==> config.mk <==
export PLATFORM = sky130hd
export DESIGN_NAME = rgb_pack_writer
export DESIGN_NICKNAME = d
export VERILOG_FILES = /design/src/rtl/colour_conv_pkg.sv /design/src/rtl/rgb_pixel_fifo.sv /design/src/rtl/rgb_pack_writer.sv
export SDC_FILE = /design/constraint.sdc
export NUM_CORES = 1
export LEC_CHECK = 0
export CORE_MARGIN = 5
export CORE_UTILIZATION = 25
export DETAILED_ROUTE_END_ITERATION = 16
export PLACE_DENSITY = 0.39
export SLEW_MARGIN = 20
export SYNTH_ARGS = -nofsm -noshare
export SYNTH_HDL_FRONTEND = slang
export SYNTH_SLANG_ARGS = --single-unit
==> constraint.sdc <==
create_clock -name clk -period 2.15 [get_ports clk]
set_input_delay 0.43 -clock clk [delete_from_list [all_inputs] [get_ports clk]]
set_output_delay 0.43 -clock clk [all_outputs]
set_load 0.01 [all_outputs]
==> src/rtl/colour_conv_pkg.sv <==
// Shared definitions for the colour conversion datapath: packer FSM state
// encoding, frame/address defaults and the packed pixel layout.
package colour_conv_pkg;

  localparam int unsigned ADDR_W = 18;
  localparam int unsigned PIX_W  = 24;

  localparam int unsigned         PIXELS_DEFAULT = 38400;
  localparam logic [ADDR_W-1:0]   WBASE_DEFAULT  = 18'd115200;

  typedef enum logic [2:0] {
    ST_IDLE = 3'd0,
    ST_W0   = 3'd1,
    ST_W1   = 3'd2,
    ST_W2   = 3'd3,
    ST_FIN  = 3'd4
  } pack_state_e;

  // One clipped pixel as it sits in the FIFO and holding register.
  typedef struct packed {
    logic [7:0] r;
    logic [7:0] g;
    logic [7:0] b;
  } rgb8_t;

endpackage

==> src/rtl/rgb_pixel_fifo.sv <==
// Pixel FIFO: one push port, a dual-pop port that removes the two oldest
// entries in one cycle, and an occupancy count. DEPTH must be a power of two
// so the pointers wrap on their own. The caller guarantees no push when full
// and no pop2 with fewer than two entries.
module rgb_pixel_fifo
  import colour_conv_pkg::*;
#(
  parameter int unsigned DEPTH = 4,
  parameter int unsigned W     = PIX_W
) (
  input  logic                     clk,
  input  logic                     rst_n,
  input  logic                     clear_i,
  input  logic                     push_i,
  input  logic [W-1:0]             push_data_i,
  input  logic                     pop2_i,
  output logic [W-1:0]             pop_data0_o,
  output logic [W-1:0]             pop_data1_o,
  output logic [$clog2(DEPTH):0]   count_o
);

  localparam int unsigned PTR_W = $clog2(DEPTH);
  localparam int unsigned CNT_W = PTR_W + 1;

  logic [W-1:0]     mem_q [DEPTH];
  logic [PTR_W-1:0] wr_ptr_q;
  logic [PTR_W-1:0] rd_ptr_q;
  logic [PTR_W-1:0] rd_ptr_nx;
  logic [CNT_W-1:0] count_q;

  assign rd_ptr_nx   = rd_ptr_q + 1'b1;
  assign pop_data0_o = mem_q[rd_ptr_q];
  assign pop_data1_o = mem_q[rd_ptr_nx];
  assign count_o     = count_q;

  // Storage write; contents are only meaningful under the count.
  // NOTE: the data array has no reset -- validity comes from the pointers and
  // count, so resetting it would only add reset fan-out for no behaviour.
  always_ff @(posedge clk) begin
    if (push_i && !clear_i) mem_q[wr_ptr_q] <= push_data_i;
  end

  // Pointer and occupancy bookkeeping; push and pop2 may coincide.
  // NOTE: non-blocking assignments in every clocked block, so all registers
  // update from pre-edge values regardless of statement order.
  always_ff @(posedge clk or negedge rst_n) begin
    if (!rst_n) begin
      wr_ptr_q <= '0;
      rd_ptr_q <= '0;
      count_q  <= '0;
    end else if (clear_i) begin
      wr_ptr_q <= '0;
      rd_ptr_q <= '0;
      count_q  <= '0;
    end else begin
      if (push_i) wr_ptr_q <= wr_ptr_q + 1'b1;
      if (pop2_i) rd_ptr_q <= rd_ptr_q + PTR_W'(2);
      count_q <= count_q + CNT_W'(push_i) - (pop2_i ? CNT_W'(2) : '0);
    end
  end

endmodule

==> src/rtl/rgb_pack_writer.sv <==
// RGB pack writer: clips converted pixels to 8 bits, buffers them, packs each
// pixel pair into three 16-bit SRAM words issued only in granted write slots,
// and flags end_of_pixel once the frame's last word is written.
// Build option: define RGB_PACK_CLIP_EN for saturating clip; otherwise each
// component is truncated to its low 8 bits.
module rgb_pack_writer
  import colour_conv_pkg::*;
#(
  parameter int unsigned       PIXELS = PIXELS_DEFAULT,
  parameter logic [ADDR_W-1:0] WBASE  = WBASE_DEFAULT,
  parameter int unsigned       DEPTH  = 4,
  parameter int unsigned       IW     = 16
) (
  input  logic                 clk,
  input  logic                 rst,
  input  logic                 start,
  input  logic                 in_valid,
  output logic                 in_ready,
  input  logic signed [IW-1:0] in_r,
  input  logic signed [IW-1:0] in_g,
  input  logic signed [IW-1:0] in_b,
  input  logic                 wr_slot,
  output logic                 sram_we,
  output logic [ADDR_W-1:0]    sram_addr,
  output logic [15:0]          sram_wdata,
  output logic                 end_of_pixel
);

  localparam int unsigned      CW        = $clog2(PIXELS + 1);
  localparam logic [CW-1:0]    PIX_LAST  = CW'(PIXELS);
  localparam int unsigned      FCW       = $clog2(DEPTH) + 1;
  localparam logic [FCW-1:0]   FIFO_FULL = FCW'(DEPTH);

  // Reduce a signed conversion result to one 8-bit colour component.
  function automatic logic [7:0] to_u8(input logic signed [IW-1:0] x);
`ifdef RGB_PACK_CLIP_EN
    if (x[IW-1])          return 8'h00;
    else if (|x[IW-2:8])  return 8'hFF;
    else                  return x[7:0];
`else
    return x[7:0];
`endif
  endfunction

  rgb8_t            push_px;
  logic             push;
  logic             load;
  logic [FCW-1:0]   fifo_count;
  logic [PIX_W-1:0] pop0;
  logic [PIX_W-1:0] pop1;

  logic [CW-1:0]     acc_cnt_q;
  logic [CW-1:0]     done_cnt_q;
  pack_state_e       state_q;
  rgb8_t             pix_a_q;
  rgb8_t             pix_b_q;
  logic [ADDR_W-1:0] next_addr_q;
  logic              sram_we_q;
  logic [ADDR_W-1:0] sram_addr_q;
  logic [15:0]       sram_wdata_q;
  logic              eop_q;

  assign push_px.r = to_u8(in_r);
  assign push_px.g = to_u8(in_g);
  assign push_px.b = to_u8(in_b);

  // Accept while there is FIFO room and the frame is not yet fully accepted;
  // start wins over a coincident push or pair load.
  assign in_ready = (fifo_count != FIFO_FULL) && (acc_cnt_q != PIX_LAST);
  assign push     = in_valid && in_ready && !start;
  // The holding register is free exactly while the packer is IDLE.
  assign load     = (state_q == ST_IDLE) && (fifo_count >= FCW'(2)) && !start;

  rgb_pixel_fifo #(
    .DEPTH (DEPTH),
    .W     (PIX_W)
  ) u_fifo (
    .clk         (clk),
    .rst_n       (rst),
    .clear_i     (start),
    .push_i      (push),
    .push_data_i (push_px),
    .pop2_i      (load),
    .pop_data0_o (pop0),
    .pop_data1_o (pop1),
    .count_o     (fifo_count)
  );

  // Frame accept counter driving the input cut-off.
  always_ff @(posedge clk or negedge rst) begin
    if (!rst)        acc_cnt_q <= '0;
    else if (start)  acc_cnt_q <= '0;
    else if (push)   acc_cnt_q <= acc_cnt_q + 1'b1;
  end

  // Packer FSM: load a pair, emit three words in granted slots, finish frame.
  always_ff @(posedge clk or negedge rst) begin
    if (!rst) begin
      state_q      <= ST_IDLE;
      pix_a_q      <= '0;
      pix_b_q      <= '0;
      next_addr_q  <= WBASE;
      done_cnt_q   <= '0;
      sram_we_q    <= 1'b0;
      sram_addr_q  <= WBASE;
      sram_wdata_q <= '0;
      eop_q        <= 1'b0;
    end else if (start) begin
      state_q      <= ST_IDLE;
      pix_a_q      <= '0;
      pix_b_q      <= '0;
      next_addr_q  <= WBASE;
      done_cnt_q   <= '0;
      sram_we_q    <= 1'b0;
      sram_addr_q  <= WBASE;
      sram_wdata_q <= '0;
      eop_q        <= 1'b0;
    end else begin
      sram_we_q <= 1'b0;
      unique case (state_q)
        ST_IDLE: begin
          if (load) begin
            pix_a_q <= rgb8_t'(pop0);
            pix_b_q <= rgb8_t'(pop1);
            state_q <= ST_W0;
          end
        end
        ST_W0, ST_W1, ST_W2: begin
          if (wr_slot) begin
            sram_we_q   <= 1'b1;
            sram_addr_q <= next_addr_q;
            next_addr_q <= next_addr_q + 1'b1;
            if (state_q == ST_W0) begin
              sram_wdata_q <= {pix_a_q.r, pix_a_q.g};
              state_q      <= ST_W1;
            end else if (state_q == ST_W1) begin
              sram_wdata_q <= {pix_a_q.b, pix_b_q.r};
              state_q      <= ST_W2;
            end else begin
              sram_wdata_q <= {pix_b_q.g, pix_b_q.b};
              done_cnt_q   <= done_cnt_q + CW'(2);
              if (done_cnt_q + CW'(2) == PIX_LAST) begin
                state_q <= ST_FIN;
                eop_q   <= 1'b1;
              end else begin
                state_q <= ST_IDLE;
              end
            end
          end
        end
        ST_FIN: begin
          state_q <= ST_FIN;
        end
        default: begin
          state_q <= ST_IDLE;
        end
      endcase
    end
  end

  assign sram_we      = sram_we_q;
  assign sram_addr    = sram_addr_q;
  assign sram_wdata   = sram_wdata_q;
  assign end_of_pixel = eop_q;

endmodule

==> results of run 1 <==
==> worst min-delay path by stage <==
stage	depth (start not counted)	end	from
after detailed placement	1	done_cnt_q[15]$_DFFE_PN0P_	rst
after global routing	3	acc_cnt_q[2]$_DFFE_PN0P_	start
after CTS	3	u_fifo.wr_ptr_q[1]$_DFFE_PN0P_	start
after global placement	1	done_cnt_q[15]$_DFFE_PN0P_	rst
after floorplan	0	acc_cnt_q[0]$_DFFE_PN0P_	rst
final	3	acc_cnt_q[3]$_DFFE_PN0P_	start
==> metrics by stage <==
stage,hold WS [ns],worst slack [ns],TNS [ns],power [uW]
global placement,0.426,-0.115,-7.98,8230
finish,0.387,-0.0197,-0.0197,12700
global route,0.384,-0.168,-0.168,13300
CTS,0.359,-0.130,-0.130,12900
detailed placement,0.430,-0.114,-8.73,8240
floorplan,0.134,0.0363,0,7200
==> layer usage <==
layer / up-vias / share of wire (%) / global-route usage (%) / routed length [microns]
met5: - / 0 / 0 / 0
met3: 42 / 3.3 / 1.80 / 828
li1: 3217 / - / - / -
met4: 0 / 2.3 / 2.57 / 575
met1: 3153 / 47 / 15.1 / 11800
met2: 97 / 48 / 18.9 / 12000
==> worst reg2reg max path: stages (launching register included) <==
cell       delay (ns)
dfrtp_1          0.38
ha_1             0.31
or4b_1           0.49
nor3_1           0.20
o2111ai_1        0.14
or3_1            0.36
o21ai_0          0.09
==> layout make-up <==
cell class              count  area (sq um)
clock buffers              48           826
repair buffers            119          1240
multi-input cells         540          3460
flip-flops and latches    238          6450
fillers                  4089         27100
inverters                  13          48.8
well taps                 525           657
clock inverters             4          56.3
==> placed cells by master (no fill, tap or decap), types with 3 or more instances in the layout <==
master	netlist	routed
a211oi_1	48	48
nand4_1	9	9
clkbuf_8	0	5
dfrtp_1	134	133
nor2_1	116	113
nand2_1	75	75
clkbuf_1	27	15
or3_1	10	10
ha_1	11	8
o21ai_0	19	19
clkbuf_16	0	28
nor3_1	22	22
nand2b_1	4	4
buf_4	1	39
xor2_1	19	19
and2_1	7	3
inv_1	13	11
xnor2_1	26	26
nand3b_1	5	5
buf_12	0	15
edfxtp_1	96	96
clkdlybuf4s50_1	0	62
nor2_4	0	3
dfstp_2	8	8
a221o_1	16	16
a21oi_1	44	44
and3_1	7	7
mux2i_1	51	51
and4_1	4	4
and2_2	0	3
nand3_1	13	13
nand4b_1	4	4
==> state kept, by name, summed over array words and instances (netlist names) <==
| name | count |
|---|---|
| sram_we | 1 |
| u_fifo.count_o | 3 |
| sram_addr | 18 |
| pix_a_q | 24 |
| sram_wdata | 16 |
| u_fifo.wr_ptr_q | 2 |
| state_q | 3 |
| u_fifo.rd_ptr_q | 1 |
| end_of_pixel | 1 |
| pix_b_q | 24 |
| next_addr_q | 18 |
| done_cnt_q | 15 |
| acc_cnt_q | 16 |
| u_fifo.mem_q | 96 |
==> kinds of logic after synthesis <==
group,Yosys count
adders and majority gates,11
buffers and inverters,61
muxes,51
and+or+nand+nor,295
AOI/OAI and AO/OA,138
DFF,238
xor gates and xnor gates,45
==> power by group through the flow <==
stage          sequential (uW)  combinational [uW]  clock [uW]
2_1_floorplan             5590                1610           0
3_3_place_gp              5690                2540           0
6_report                  5600                2510        4540
3_5_place_dp              5700                2550           0
5_1_grt                   5670                2800        4880
4_1_cts                   5620                2570        4720
==> timing repair <==
action | 4_1_cts | 5_1_grt
endpoints found under the setup margin | 77 | 99
gates resized for setup | 12 | 5
pin swaps | 3 | 2
buffers inserted | 1 | 1
hold endpoints to repair | 40 | 0
hold buffers | 1 | 0
==> results_dict.tcl, run 1 <==
set metrics [dict create \
    syn_avg_cell_area_sq_um 12.0 \
    layout-drive-gt1-share_pct 13.2 \
    synth-compound-area-share_pct 9.21 \
    cts_sinks 238 \
    portBuffers 65 \
    grt_pass1_vias 6811 \
    wire_per_inst_microns 16.9 \
    synthDominantCellAreaShare_pct 33.2 \
    cp_cell_sequence "or3b_2 -> and2_1 -> buf_2" \
    cpLargestDelayFamily "simple AND/OR/NAND/NOR gates" \
    syn-cell-area_sq_um 10100 \
    crit_slowest_cell "or3b_2" \
    crit_path_end_kind "output port" \
    dieWidth_microns 211 \
    fp.dieH_microns 211 \
    ys_seq_area_share_pct 63.9 \
    cts_tree "built" \
    status "complete, but fails checks" \
    r2r_start "done_cnt_q[1]$_DFFE_PN0P_" \
    tightest_slew_ns 0.767 \
    p_int_uw 9070 \
    fin_util_pct 32.0 \
    cts-root-buf "clkbuf_16" \
    fin_worst_skew_ns 0.0191 \
    cpPeakStageDelay_ns 0.51 \
    start_util_pct 25.3 \
    clk_latency_ns 0.55 \
    finalInstanceArea_sq_um 12700 \
    start_kind "flop" \
    worst_ep_required_time_ns 1.72 \
    die_area_sq_um 44500 \
    finalWorstSetupSlack_ns -0.0197 \
    synth-edff-count 96 \
    yosysTopAreaCell "dfrtp_1" \
    maxCapViolCount 0 \
    synth_ff_type "dfrtp_1" \
    finalSetupViolations 1 \
    crit_fanout 2 \
    seqPwrFrac_pct 44.3 \
    syn-instance-count 839 \
    min_period_ns 2.17 \
    fin_cells 1487 \
    p_clk_share_pct 35.9 \
    ff2ff_path_depth 6 \
    syn_nets 903 \
    rsz0062_at_grt "true" \
    area_delta_synth_final_pct 26.2 \
    drt_wl_total_mm 25.2 \
    hold_violations 0 \
    rows 73 \
    violations "setup timing" \
    synth_fa_ha_area_share_pct 1.36 \
    swShare_pct 28.3 \
    peakVddDrop_mv 0.589 \
    final-max-slew-violation-count 0 \
    grt_overflow 0 \
    crit_path_end "in_ready" \
    io_pins 90 \
    vias 6509 \
    synth_cell_types 54 \
    r2r_slack_ns 0.11 \
    clk_pin_slew_ns 0.06 \
    critical_path.startpoint "u_fifo.count_o[0]$_DFF_PN0_" \
    ys_warn_count 0 \
    ys_ff_latch 238 \
    maxSlewHeadroom_pct 48.7 \
    synth_top_family_by_area "simple AND/OR/NAND/NOR gates" \
    n_antenna_cell 0 \
    cts_buffers 28 \
    route.detailed.vias_per_inst 4.38 \
    cp_data_arrival_time_ns 1.74 \
    finalNetCount 1004 \
    core_sq_um 39800 \
    grt_pass1_wl_mm 39.8 \
    synth.mux.area_fraction_pct 5.06 \
    clockBufferDepth 3 \
    place_inst 1433 \
    gp_congestion 0.711 \
    crit_cells 3 \
    synth_area_leaders "dfrtp_1 33%, edfxtp_1 29%, mux2i_1 5.1%" \
    cts_max_level 1 \
    worst_r2r_endpoint "end_of_pixel$_DFFE_PN0P_" \
    synth_xor_xnor_area_share_pct 3.91 \
    hold_class "input port to flop" \
    grt_max_degree 99 \
    drc 0 \
    power.density_nw_per_um2 994 \
    async_flop_share_pct 59.7 \
    synth.most_common_cell "dfrtp_1" \
    synth-simple-area-share_pct 14.0 \
    drt_iter0_drc 380 \
    crit_type "flop to output port" \
    pwr-share-comb_pct 19.8 \
    p_leak_uw 0.00476 \
    min_period_over_period_pct 101 \
    fmaxAchievable_ghz 0.461 \
    dpl.hpwl_mm 16.0 \
    grt_antenna_before_repair 0 \
    grt_use_total_pct 11.2 \
    crit_buf_inv 1 \
    synth_commonest_cells "134 x dfrtp_1, 116 x nor2_1, 96 x edfxtp_1" \
    ant_nets 0 \
    post_dp_cell_area_sq_um 11800 \
    p_switching_uw 3580 \
    dr.pass1.iters 4 \
]
Power figures use the tool's default switching activity.
==> inputs of run 2 (changes only) <==
--- a/config.mk
+++ b/config.mk
@@ -5,9 +5,11 @@
 export SDC_FILE = /design/constraint.sdc
 export NUM_CORES = 1
 export LEC_CHECK = 0
+export CAP_MARGIN = 40
 export CORE_MARGIN = 5
 export CORE_UTILIZATION = 25
 export DETAILED_ROUTE_END_ITERATION = 16
+export HOLD_SLACK_MARGIN = 0.12
 export PLACE_DENSITY = 0.39
 export SLEW_MARGIN = 20
 export SYNTH_ARGS = -nofsm -noshare
==> results of run 2 <==
Same layout as run 1: the final DEF is identical, and so are final timing and power.
